File: config.mk
export PLATFORM = sky130hd
export DESIGN_NAME = seq_detect_prog_flat
export DESIGN_NICKNAME = d
export VERILOG_FILES = /design/src/rtl/seq_detect_prog_if.sv /design/src/rtl/seq_detect_prog.sv /design/src/flat_wrapper.sv
export SDC_FILE = /design/constraint.sdc
export NUM_CORES = 1
export LEC_CHECK = 0
export ABC_AREA = 1
export BUFFER_PORTS_ARGS = -buffer_cell sky130_fd_sc_hd__buf_2
export CAP_MARGIN = 0
export CORE_MARGIN = 5
export CORE_UTILIZATION = 42
export DETAILED_ROUTE_END_ITERATION = 8
export GPL_TIMING_DRIVEN = 1
export HOLD_SLACK_MARGIN = 0.06
export PLACE_DENSITY_LB_ADDON = 0.3
export SLEW_MARGIN = 20
export SYNTH_ARGS = -nofsm -noshare
export SYNTH_HDL_FRONTEND = slang
export SYNTH_SLANG_ARGS = --single-unit
File: constraint.sdc
create_clock -name clk -period 2.3 [get_ports clk]
set_input_delay 0.115 -clock clk [delete_from_list [all_inputs] [get_ports clk]]
set_output_delay 0.115 -clock clk [all_outputs]
set_load 0.005 [all_outputs]
File: src/rtl/seq_detect_prog_if.sv
// Bundles the serial sample, configuration and match/status signals of the pattern detector.
// Use the slave modport on the detector and the master modport on whatever drives it.
interface seq_detect_prog_if #(
  parameter int PAT_W = 8,
  parameter int CNT_W = 16
);
  localparam int LEN_W = $clog2(PAT_W + 1);

  logic             in_valid;
  logic             xin;
  logic             cfg_load;
  logic [PAT_W-1:0] cfg_pat;
  logic [LEN_W-1:0] cfg_len;
  logic             cfg_overlap;
  logic             cnt_clr;
  logic             y;
  logic [CNT_W-1:0] match_cnt;
  logic             cnt_sat;
  logic             cfg_err;
  logic             armed;

  modport master (
    output in_valid, xin, cfg_load, cfg_pat, cfg_len, cfg_overlap, cnt_clr,
    input  y, match_cnt, cnt_sat, cfg_err, armed
  );

  modport slave (
    input  in_valid, xin, cfg_load, cfg_pat, cfg_len, cfg_overlap, cnt_clr,
    output y, match_cnt, cnt_sat, cfg_err, armed
  );
endinterface

File: src/rtl/seq_detect_prog.sv
// Run-time programmable serial bit-pattern detector with a Mealy match pulse and a saturating match counter.
// y is combinational in the cycle of the last pattern bit; match_cnt/cnt_sat/cfg_err/armed are registered.
module seq_detect_prog #(
  parameter int               PAT_W   = 8,
  parameter int               CNT_W   = 16,
  parameter logic [PAT_W-1:0] DEF_PAT = PAT_W'(3'b100),
  parameter int               DEF_LEN = 3,
  parameter logic             DEF_OVL = 1'b0
) (
  input logic              clk,
  input logic              reset,
  seq_detect_prog_if.slave bus
);
  localparam int               LEN_W   = $clog2(PAT_W + 1);
  localparam logic [CNT_W-1:0] CNT_MAX = '1;

  typedef enum logic {FILL, DETECT} state_t;

  state_t           state;
  logic [PAT_W-1:0] pattern;
  logic [LEN_W-1:0] len;
  logic             ovl;
  logic [PAT_W-2:0] hist;
  logic [LEN_W-1:0] fill;
  logic [CNT_W-1:0] match_cnt;
  logic             cnt_sat;
  logic             cfg_err;

  logic [PAT_W-1:0] win;
  logic [PAT_W-1:0] mask;
  logic             hit;
  logic             y;
  logic             cfg_ok;
  logic [LEN_W-1:0] last_idx;
  logic [LEN_W-1:0] fill_nxt;

  // Window is the stored history with the current bit appended as bit 0.
  always_comb begin
    win  = {hist, bus.xin};
    mask = '0;
    for (int i = 0; i < PAT_W; i++) begin
      mask[i] = (i < int'(len));
    end
    hit      = ((win ^ pattern) & mask) == '0;
    y        = !reset && bus.in_valid && !bus.cfg_load && (state == DETECT) && hit;
    cfg_ok   = (bus.cfg_len != '0) && (int'(bus.cfg_len) <= PAT_W);
    last_idx = len - LEN_W'(1);
    fill_nxt = (fill == last_idx) ? fill : fill + LEN_W'(1);
  end

  always_ff @(posedge clk) begin
    if (reset) begin
      state     <= FILL;
      pattern   <= DEF_PAT;
      len       <= LEN_W'(DEF_LEN);
      ovl       <= DEF_OVL;
      hist      <= '0;
      fill      <= '0;
      cfg_err   <= 1'b0;
      match_cnt <= '0;
      cnt_sat   <= 1'b0;
    end else begin
      cfg_err <= 1'b0;

      // A config cycle always swallows the sample, legal or not.
      if (bus.cfg_load) begin
        if (cfg_ok) begin
          pattern <= bus.cfg_pat;
          len     <= bus.cfg_len;
          ovl     <= bus.cfg_overlap;
          hist    <= '0;
          fill    <= '0;
          state   <= (bus.cfg_len == LEN_W'(1)) ? DETECT : FILL;
        end else begin
          cfg_err <= 1'b1;
        end
      end else if (bus.in_valid) begin
        hist <= win[PAT_W-2:0];
        if (state == FILL) begin
          fill <= fill_nxt;
          if (fill_nxt == last_idx) begin
            state <= DETECT;
          end
        end else if (y && !ovl) begin
          // A one-bit pattern needs no fill, so it re-arms straight away.
          fill  <= '0;
          state <= (len == LEN_W'(1)) ? DETECT : FILL;
        end else begin
          fill <= fill_nxt;
        end
      end

      if (bus.cnt_clr) begin
        match_cnt <= '0;
        cnt_sat   <= 1'b0;
      end else if (y && (match_cnt != CNT_MAX)) begin
        match_cnt <= match_cnt + CNT_W'(1);
        if (match_cnt + CNT_W'(1) == CNT_MAX) begin
          cnt_sat <= 1'b1;
        end
      end
    end
  end

  assign bus.y         = y;
  assign bus.match_cnt = match_cnt;
  assign bus.cnt_sat   = cnt_sat;
  assign bus.cfg_err   = cfg_err;
  assign bus.armed     = (state == DETECT);
endmodule

File: src/flat_wrapper.sv
// flat-port wrapper written by rule: the top's interface ports become plain ports
module seq_detect_prog_flat 
#(
  parameter int               PAT_W   = 8,
  parameter int               CNT_W   = 16,
  parameter logic [PAT_W-1:0] DEF_PAT = PAT_W'(3'b100),
  parameter int               DEF_LEN = 3,
  parameter logic             DEF_OVL = 1'b0
)
  (clk, reset, bus_in_valid, bus_xin, bus_cfg_load, bus_cfg_pat, bus_cfg_len, bus_cfg_overlap, bus_cnt_clr, bus_y, bus_match_cnt, bus_cnt_sat, bus_cfg_err, bus_armed);
  seq_detect_prog_if #(.PAT_W(PAT_W), .CNT_W(CNT_W)) bus_i ();
  input logic clk;
  input logic reset;
  input wire logic [$bits(bus_i.in_valid)-1:0] bus_in_valid;
  input wire logic [$bits(bus_i.xin)-1:0] bus_xin;
  input wire logic [$bits(bus_i.cfg_load)-1:0] bus_cfg_load;
  input wire logic [$bits(bus_i.cfg_pat)-1:0] bus_cfg_pat;
  input wire logic [$bits(bus_i.cfg_len)-1:0] bus_cfg_len;
  input wire logic [$bits(bus_i.cfg_overlap)-1:0] bus_cfg_overlap;
  input wire logic [$bits(bus_i.cnt_clr)-1:0] bus_cnt_clr;
  output wire logic [$bits(bus_i.y)-1:0] bus_y;
  output wire logic [$bits(bus_i.match_cnt)-1:0] bus_match_cnt;
  output wire logic [$bits(bus_i.cnt_sat)-1:0] bus_cnt_sat;
  output wire logic [$bits(bus_i.cfg_err)-1:0] bus_cfg_err;
  output wire logic [$bits(bus_i.armed)-1:0] bus_armed;
  assign bus_i.in_valid = bus_in_valid;
  assign bus_i.xin = bus_xin;
  assign bus_i.cfg_load = bus_cfg_load;
  assign bus_i.cfg_pat = bus_cfg_pat;
  assign bus_i.cfg_len = bus_cfg_len;
  assign bus_i.cfg_overlap = bus_cfg_overlap;
  assign bus_i.cnt_clr = bus_cnt_clr;
  assign bus_y = bus_i.y;
  assign bus_match_cnt = bus_i.match_cnt;
  assign bus_cnt_sat = bus_i.cnt_sat;
  assign bus_cfg_err = bus_i.cfg_err;
  assign bus_armed = bus_i.armed;
  seq_detect_prog #(.PAT_W(PAT_W), .CNT_W(CNT_W), .DEF_PAT(DEF_PAT), .DEF_LEN(DEF_LEN), .DEF_OVL(DEF_OVL)) u_core (.clk(clk), .reset(reset), .bus(bus_i));
endmodule
==> run metrics, run 1 <==
global-route wire length before repair=10.5 mm; net count after synthesis=388; vias in the first global route=2,333; Main synth FF type=dfxtp_1; worst path required time=2530 ps; Reg2Reg Depth=14; crit path time final=2010 ps; setup bufs post-CTS=0; Worst Hold End=u_core.ovl$_SDFFE_PP0P_; setup_tns=0 ps; Tot Pwr=0.00151 W; commonest non-fill, non-tap cell in the layout=nand2_1; post-detailed-route via-to-cell ratio=4.94; Die ar.=7780 µm²; CTS Buffer Depth=2; CP max FO=6; Worst EP arrival=2240 ps; Worst path max stage delay=380 ps; metal2 WL=2.83 mm; Netlist cell types=39; clock sink count=43; Crit. End Element=flop; IO Count=39; skew final=7.29 ps; worst-margin pin slew=413 ps; worst r2r src=u_core.len[1]$_SDFFE_PP1P_; cell breakdown of the critical path=inv_1 -> ha_1 -> inv_1 -> nand2_1 -> nand2_1 -> nor2_2 -> nand3_4 -> nand2_2 -> nand2_1 -> nand2_1 -> nand3_1 -> o21bai_1 -> nand2_1 -> a21oi_1; length of routed met3 wiring=283 µm; Clk pin slew, worst setup/hold paths=90 ps; number of synthesized flops with an enable pin=0; Tcrit/Tclk final=87.5%; Pleak=1.26 nW; asr flop ratio synth=0%; Die Wd=88.2 µm; RSZ-0062 raised after global routing=false; core box area=5920 µm²; worst hold start=bus_cfg_overlap; final hold vios=0; cell count after synthesis=362; CP max stage cell=dfxtp_1; power per cell area=516 nW/µm²; Post-route DRC=0; pin count of the biggest net entering global routing=23; CTS tree=done; Synth Warn #=0; Initial Util=43.4%; gr ovfl total=0; Root Buffer=clkbuf_8; Mean Syn Cell Area=7.09 µm²; Fmax=0.497 GHz; gr usage total=16.7%; final net count=432; M1 WL=2.97 mm; FF+latch count, synth=43; routed wire length=6.14 mm; Num CTS Buffers=5; most frequent cells in the layout=nand2_1 (76), inv_1 (46), dfxtp_1 (42); Crit Path Category=flop to flop; most used cell, CP=nand2_1; H-tree depth=2; max-cap violations=0; # diodes=0; mapped cell area=2570 µm²; Antenna Nets Post-Route=0; Setup Slack @ Placement=238 ps; Clock Latency Late Sink=290 ps; DP HPWL=4.77 mm; status=finished, final reports clean; final setup margin=286 ps; row count=28; R2R Path End=u_core.bus.armed$_SDFFE_PP0P_; antenna violations before repair=0; wire length per cell=12.7 µm; die height=88.2 µm; IR drop worst, VDD=0.000294 V; relative slew slack=72.4%; GP Congestion=0.838; first-pass detailed-route iteration total=4; Layout area overhead=14.1%; share of the yosys chip area belonging to registers=33.5%; Worst Hold Class=input pin to flop; reg-to-reg slack, setup=290 ps; IO Port Bufs=38; share of cells above drive strength 1=21.1%; WHS=71.0 ps; DRT iter0 DRCs=121; final setup fails=0; Hold Path Depth=3; vias=2,379; element type at the critical path start=flop; Filler Cells Inserted=602; pins over their slew limit=0; uppermost layer routed=met4
==> cell type report <==
class	instances	area, µm²	share of cell area (%)
timing repair buffer	44	240	8.20
multi-input combinational	256	1430	48.8
clock inverter	2	12.5	0.427
clock buffer	6	72.6	2.48
inverter	56	220	7.51
sequential	43	862	29.4
tap	75	93.8	3.20
==> metrics by stage <==
step / std cells / cell area (µm²) / utilization, %
floorplan: 362 / 2570 / -
global placement: 472 / 2820 / 47.7
detailed placement: 472 / 2820 / 47.7
CTS: 482 / 2930 / 49.5
global route: 482 / 2930 / 49.5
finish: 482 / 2930 / 49.5
==> worst max-delay path: cells and delay by family, from the launching register on <==
family                     cells  cell delay (ps)
buffers and inverters          2              190
DFF                            1              380
adders and majority gates      1              340
and+or+nand+nor                9              800
AOI/OAI and AO/OA              2              230
==> cell usage after synthesis, drive strengths merged, types with 3 or more instances <==
cell type   n  area [µm²]
nand2      83         339
inv        52         200
dfxtp      43         861
o21ai      34         181
a21oi      32         179
nand3      29         178
nor2       29         136
xor2       14         123
ha          7        87.6
nor3        6        35.0
clkbuf      4        15.0
clkinv      4        20.0
nand4       4        31.3
buf         3        42.5
nand3b      3        22.5
o32ai       3        26.3
xnor2       3        26.3
==> what timing repair did <==
action	in CTS	in global routing
resized for setup	0	1
setup endpoints to repair	0	1
hold buffers	2	0
endpoints found under the hold margin	2	0
==> cells by family after synthesis <==
| logic type | count (synthesis) | share of synthesized area [%] |
|---|---|---|
| XOR/XNOR | 17 | 5.80 |
| AND/OR/NAND/NOR | 156 | 29.4 |
| flip-flops | 43 | 33.5 |
| AO/OA/AOI/OAI | 76 | 17.0 |
| buffers and inverters | 63 | 10.8 |
| adder cells (fa/ha/maj) | 7 | 3.41 |
==> flip-flops by register name, summed over array words and instances, names as in the netlist <==
name / count
u_core.bus.match_cnt: 16
u_core.pattern: 8
u_core.hist: 7
u_core.fill: 4
u_core.len: 4
u_core.bus.armed: 1
u_core.bus.cfg_err: 1
u_core.bus.cnt_sat: 1
u_core.ovl: 1
==> power breakdown <==
group	internal [W]	switching, W
Combinational	0.0000931	0.000148
Clock	0.000213	0.000266
Sequential	0.000767	0.0000243
==> worst max-delay path by stage <==
stage | start | endpoint | slack (ps)
finish | u_core.len[1]$_SDFFE_PP1P_ | u_core.bus.armed$_SDFFE_PP0P_ | 290
global placement | u_core.len[0]$_SDFFE_PP1P_ | u_core.bus.armed$_SDFFE_PP0P_ | 380
detailed placement | u_core.len[0]$_SDFFE_PP1P_ | u_core.bus.armed$_SDFFE_PP0P_ | 240
global route | u_core.len[1]$_SDFFE_PP1P_ | u_core.bus.armed$_SDFFE_PP0P_ | 60
CTS | u_core.len[0]$_SDFFE_PP1P_ | u_core.bus.armed$_SDFFE_PP0P_ | 220
floorplan | u_core.len[0]$_SDFFE_PP1P_ | u_core.bus.armed$_SDFFE_PP0P_ | 480
==> routing by layer <==
| metal | vias up | GRT usage (%) |
|---|---|---|
| met4 | 0 | 3.98 |
| met2 | 37 | 27.0 |
| met1 | 1074 | 22.6 |
| li1 | 1260 | - |
| met5 | - | 0 |
| met3 | 8 | 3.76 |
Power figures use the tool's default switching activity.
==> run 2, diff against run 1 <==
CELL_PAD_IN_SITES_DETAIL_PLACEMENT = 1   (was unset)
CELL_PAD_IN_SITES_GLOBAL_PLACEMENT = 1   (was unset)
CORE_UTILIZATION = 41   (was 42)
CTS_CLUSTER_DIAMETER = 30   (was unset)
==> run 2 against run 1 <==
  * Worst hold slack got worse by 12 ps
  * Highest routed layer unchanged
  * Flip-flop and latch count unchanged
  * Via count increased by 4.7%
  * Count of clock-buffer cells in the layout decreased by 1
  * Clock power increased by 27%
  * Non-clock buffer count unchanged
  * Worst setup slack got worse by 18 ps
==> run metrics, run 2 (synthesized netlist as in run 1, its figures left out) <==
Largest regs=u_core.bus.match_cnt (16), u_core.pattern (8), u_core.hist (7); Num CTS Buffers=5 (unchanged); max reg flops=16 (unchanged); H-tree depth=2 (unchanged); first-pass detailed-route iteration total=4 (unchanged); GP Congestion=0.815 (-2.8%); max-cap violations=0 (unchanged); relative slew slack=73.5% (+1.2 points); skew final=8.46 ps (+1.16 ps); element type at the critical path start=flop; crit path time final=2030 ps (+18.5 ps); Crit Path Category=flop to flop; DP HPWL=5.55 mm (+16%); worst path required time=2540 ps (about the same); wire length per cell=14.8 µm (+16%); # diodes=0 (unchanged); Worst Hold Class=input pin to flop; vias in the first global route=2,582 (+11%); Pleak=1.28 nW (+1.3%); gr usage total=19.7% (+3.0 points); share of cells above drive strength 1=21.1% (unchanged); Clock Latency Late Sink=310 ps (+20 ps); pin count of the biggest net entering global routing=23 (unchanged); IR drop worst, VDD=0.000258 V (-12%); routed wire length=7.15 mm (+16%); Die ar.=7950 µm² (+2.2%); worst-margin pin slew=395 ps (-17.7 ps); setup_tns=0 ps (unchanged); Layout area overhead=15.3%; Tcrit/Tclk final=88.4% (+0.80 points); final setup margin=268 ps (-18.5 ps); Clk pin slew, worst setup/hold paths=80 ps (about the same); WHS=59.5 ps (-11.5 ps); power per cell area=556 nW/µm² (+7.9%); core box area=5990 µm² (+1.2%); Antenna Nets Post-Route=0 (unchanged); global-route wire length before repair=12.1 mm (+15%); commonest non-fill, non-tap cell in the layout=nand2_1; Root Buffer=clkbuf_8; DRT iter0 DRCs=77 (-36%); status=finished, final reports clean; row count=28 (unchanged); Crit. End Element=flop; RSZ-0062 raised after global routing=false; largest register by flop count=u_core.bus.match_cnt; Setup Slack @ Placement=208 ps (-29.9 ps); Fmax=0.492 GHz (-0.91%); CTS tree=done; Initial Util=42.9% (-0.51 points); post-detailed-route via-to-cell ratio=5.17 (+4.7%); final hold vios=0 (unchanged); most frequent cells in the layout=nand2_1 (76), inv_1 (46), dfxtp_1 (42); Post-route DRC=0 (unchanged); pins over their slew limit=0 (unchanged); IO Count=39 (unchanged); antenna violations before repair=0 (unchanged); final setup fails=0 (unchanged); die height=89.1 µm (+1.1%); vias=2,491 (+4.7%); Die Wd=89.1 µm (+1.1%); clock sink count=43 (unchanged); Worst EP arrival=2270 ps (+30 ps); CP max FO=6 (unchanged); CTS Buffer Depth=2 (unchanged); gr ovfl total=0 (unchanged); final net count=432 (unchanged); IO Port Bufs=38 (unchanged)
[run 2: changes by cell type in the layout (fill, tap and decap cells not counted)]
cell / delta
clkinvlp_4: -1
clkbuf_1: -1
bufinv_16: +1
clkinv_4: +1
dlygate4sd3_1: +1
buf_4: -1
[run 2: through the flow]
step | cells | utilization (%) | power, W | area (µm²)
6_report | 482 | 49.4 | 0.00165 | 2960
2_1_floorplan | 362 | - | 0.000978 | 2570
3_5_place_dp | 471 | 47.0 | 0.00105 | 2820
5_1_grt | 482 | 49.4 | 0.00173 | 2960
4_1_cts | 482 | 49.4 | 0.00167 | 2960
3_3_place_gp | 471 | 47.0 | 0.00104 | 2820
[run 2: timing repair]
action                                  in CTS  in global routing
resized for setup                            0                  1
endpoints found under the setup margin       0                  1
endpoints found under the hold margin        3                  0
hold buffers                                 3                  0
setup buffers                                0                  0
[run 2: metal layers]
layer	part of all wire (%)	wire, µm	GRT usage (%)
met1	44	3150	23.8
met2	52	3690	36.2
met3	3.2	229	2.67
met4	1.1	76	5.55
met5	0	0	0
[run 2: worst paths after layout]
check | from | to | slack (ps) | cells after the start
min | bus_cfg_pat[3] | u_core.pattern[3]$_SDFFE_PP0P_ | 60 | 3
max | u_core.len[1]$_SDFFE_PP1P_ | u_core.bus.armed$_SDFFE_PP0P_ | 270 | 14
min reg2reg | u_core.pattern[0]$_SDFFE_PP0P_ | u_core.pattern[0]$_SDFFE_PP0P_ | 480 | 2
max reg2reg | u_core.len[1]$_SDFFE_PP1P_ | u_core.bus.armed$_SDFFE_PP0P_ | 270 | 14
[run 2: final cells by class]
class	instances	area, µm²
Fill cell	802	3030
Clock inverter	3	43.8
Clock buffer	5	68.8
Timing Repair Buffer	44	243
Sequential cell	43	862
Tap cell	75	93.8
Multi-Input combinational cell	256	1430
Inverter	56	220
[run 2: critical path: stages (launching register included)]
cell	delay, ps
dfxtp_1	370
inv_1	120
ha_1	350
inv_1	70
nand2_1	60
nand2_1	70
nor2_2	190
nand3_4	140
nand2_2	100
nand2_1	60
nand2_1	60
nand3_1	60
o21bai_1	140
nand2_1	70
a21oi_1	110
[run 2: report_power, final]
part           leakage [nW]  internal [W]  switching (W)
clock                0.0581      0.000324       0.000286
combinational         0.869     0.0000924       0.000152
sequential            0.349      0.000768      0.0000254
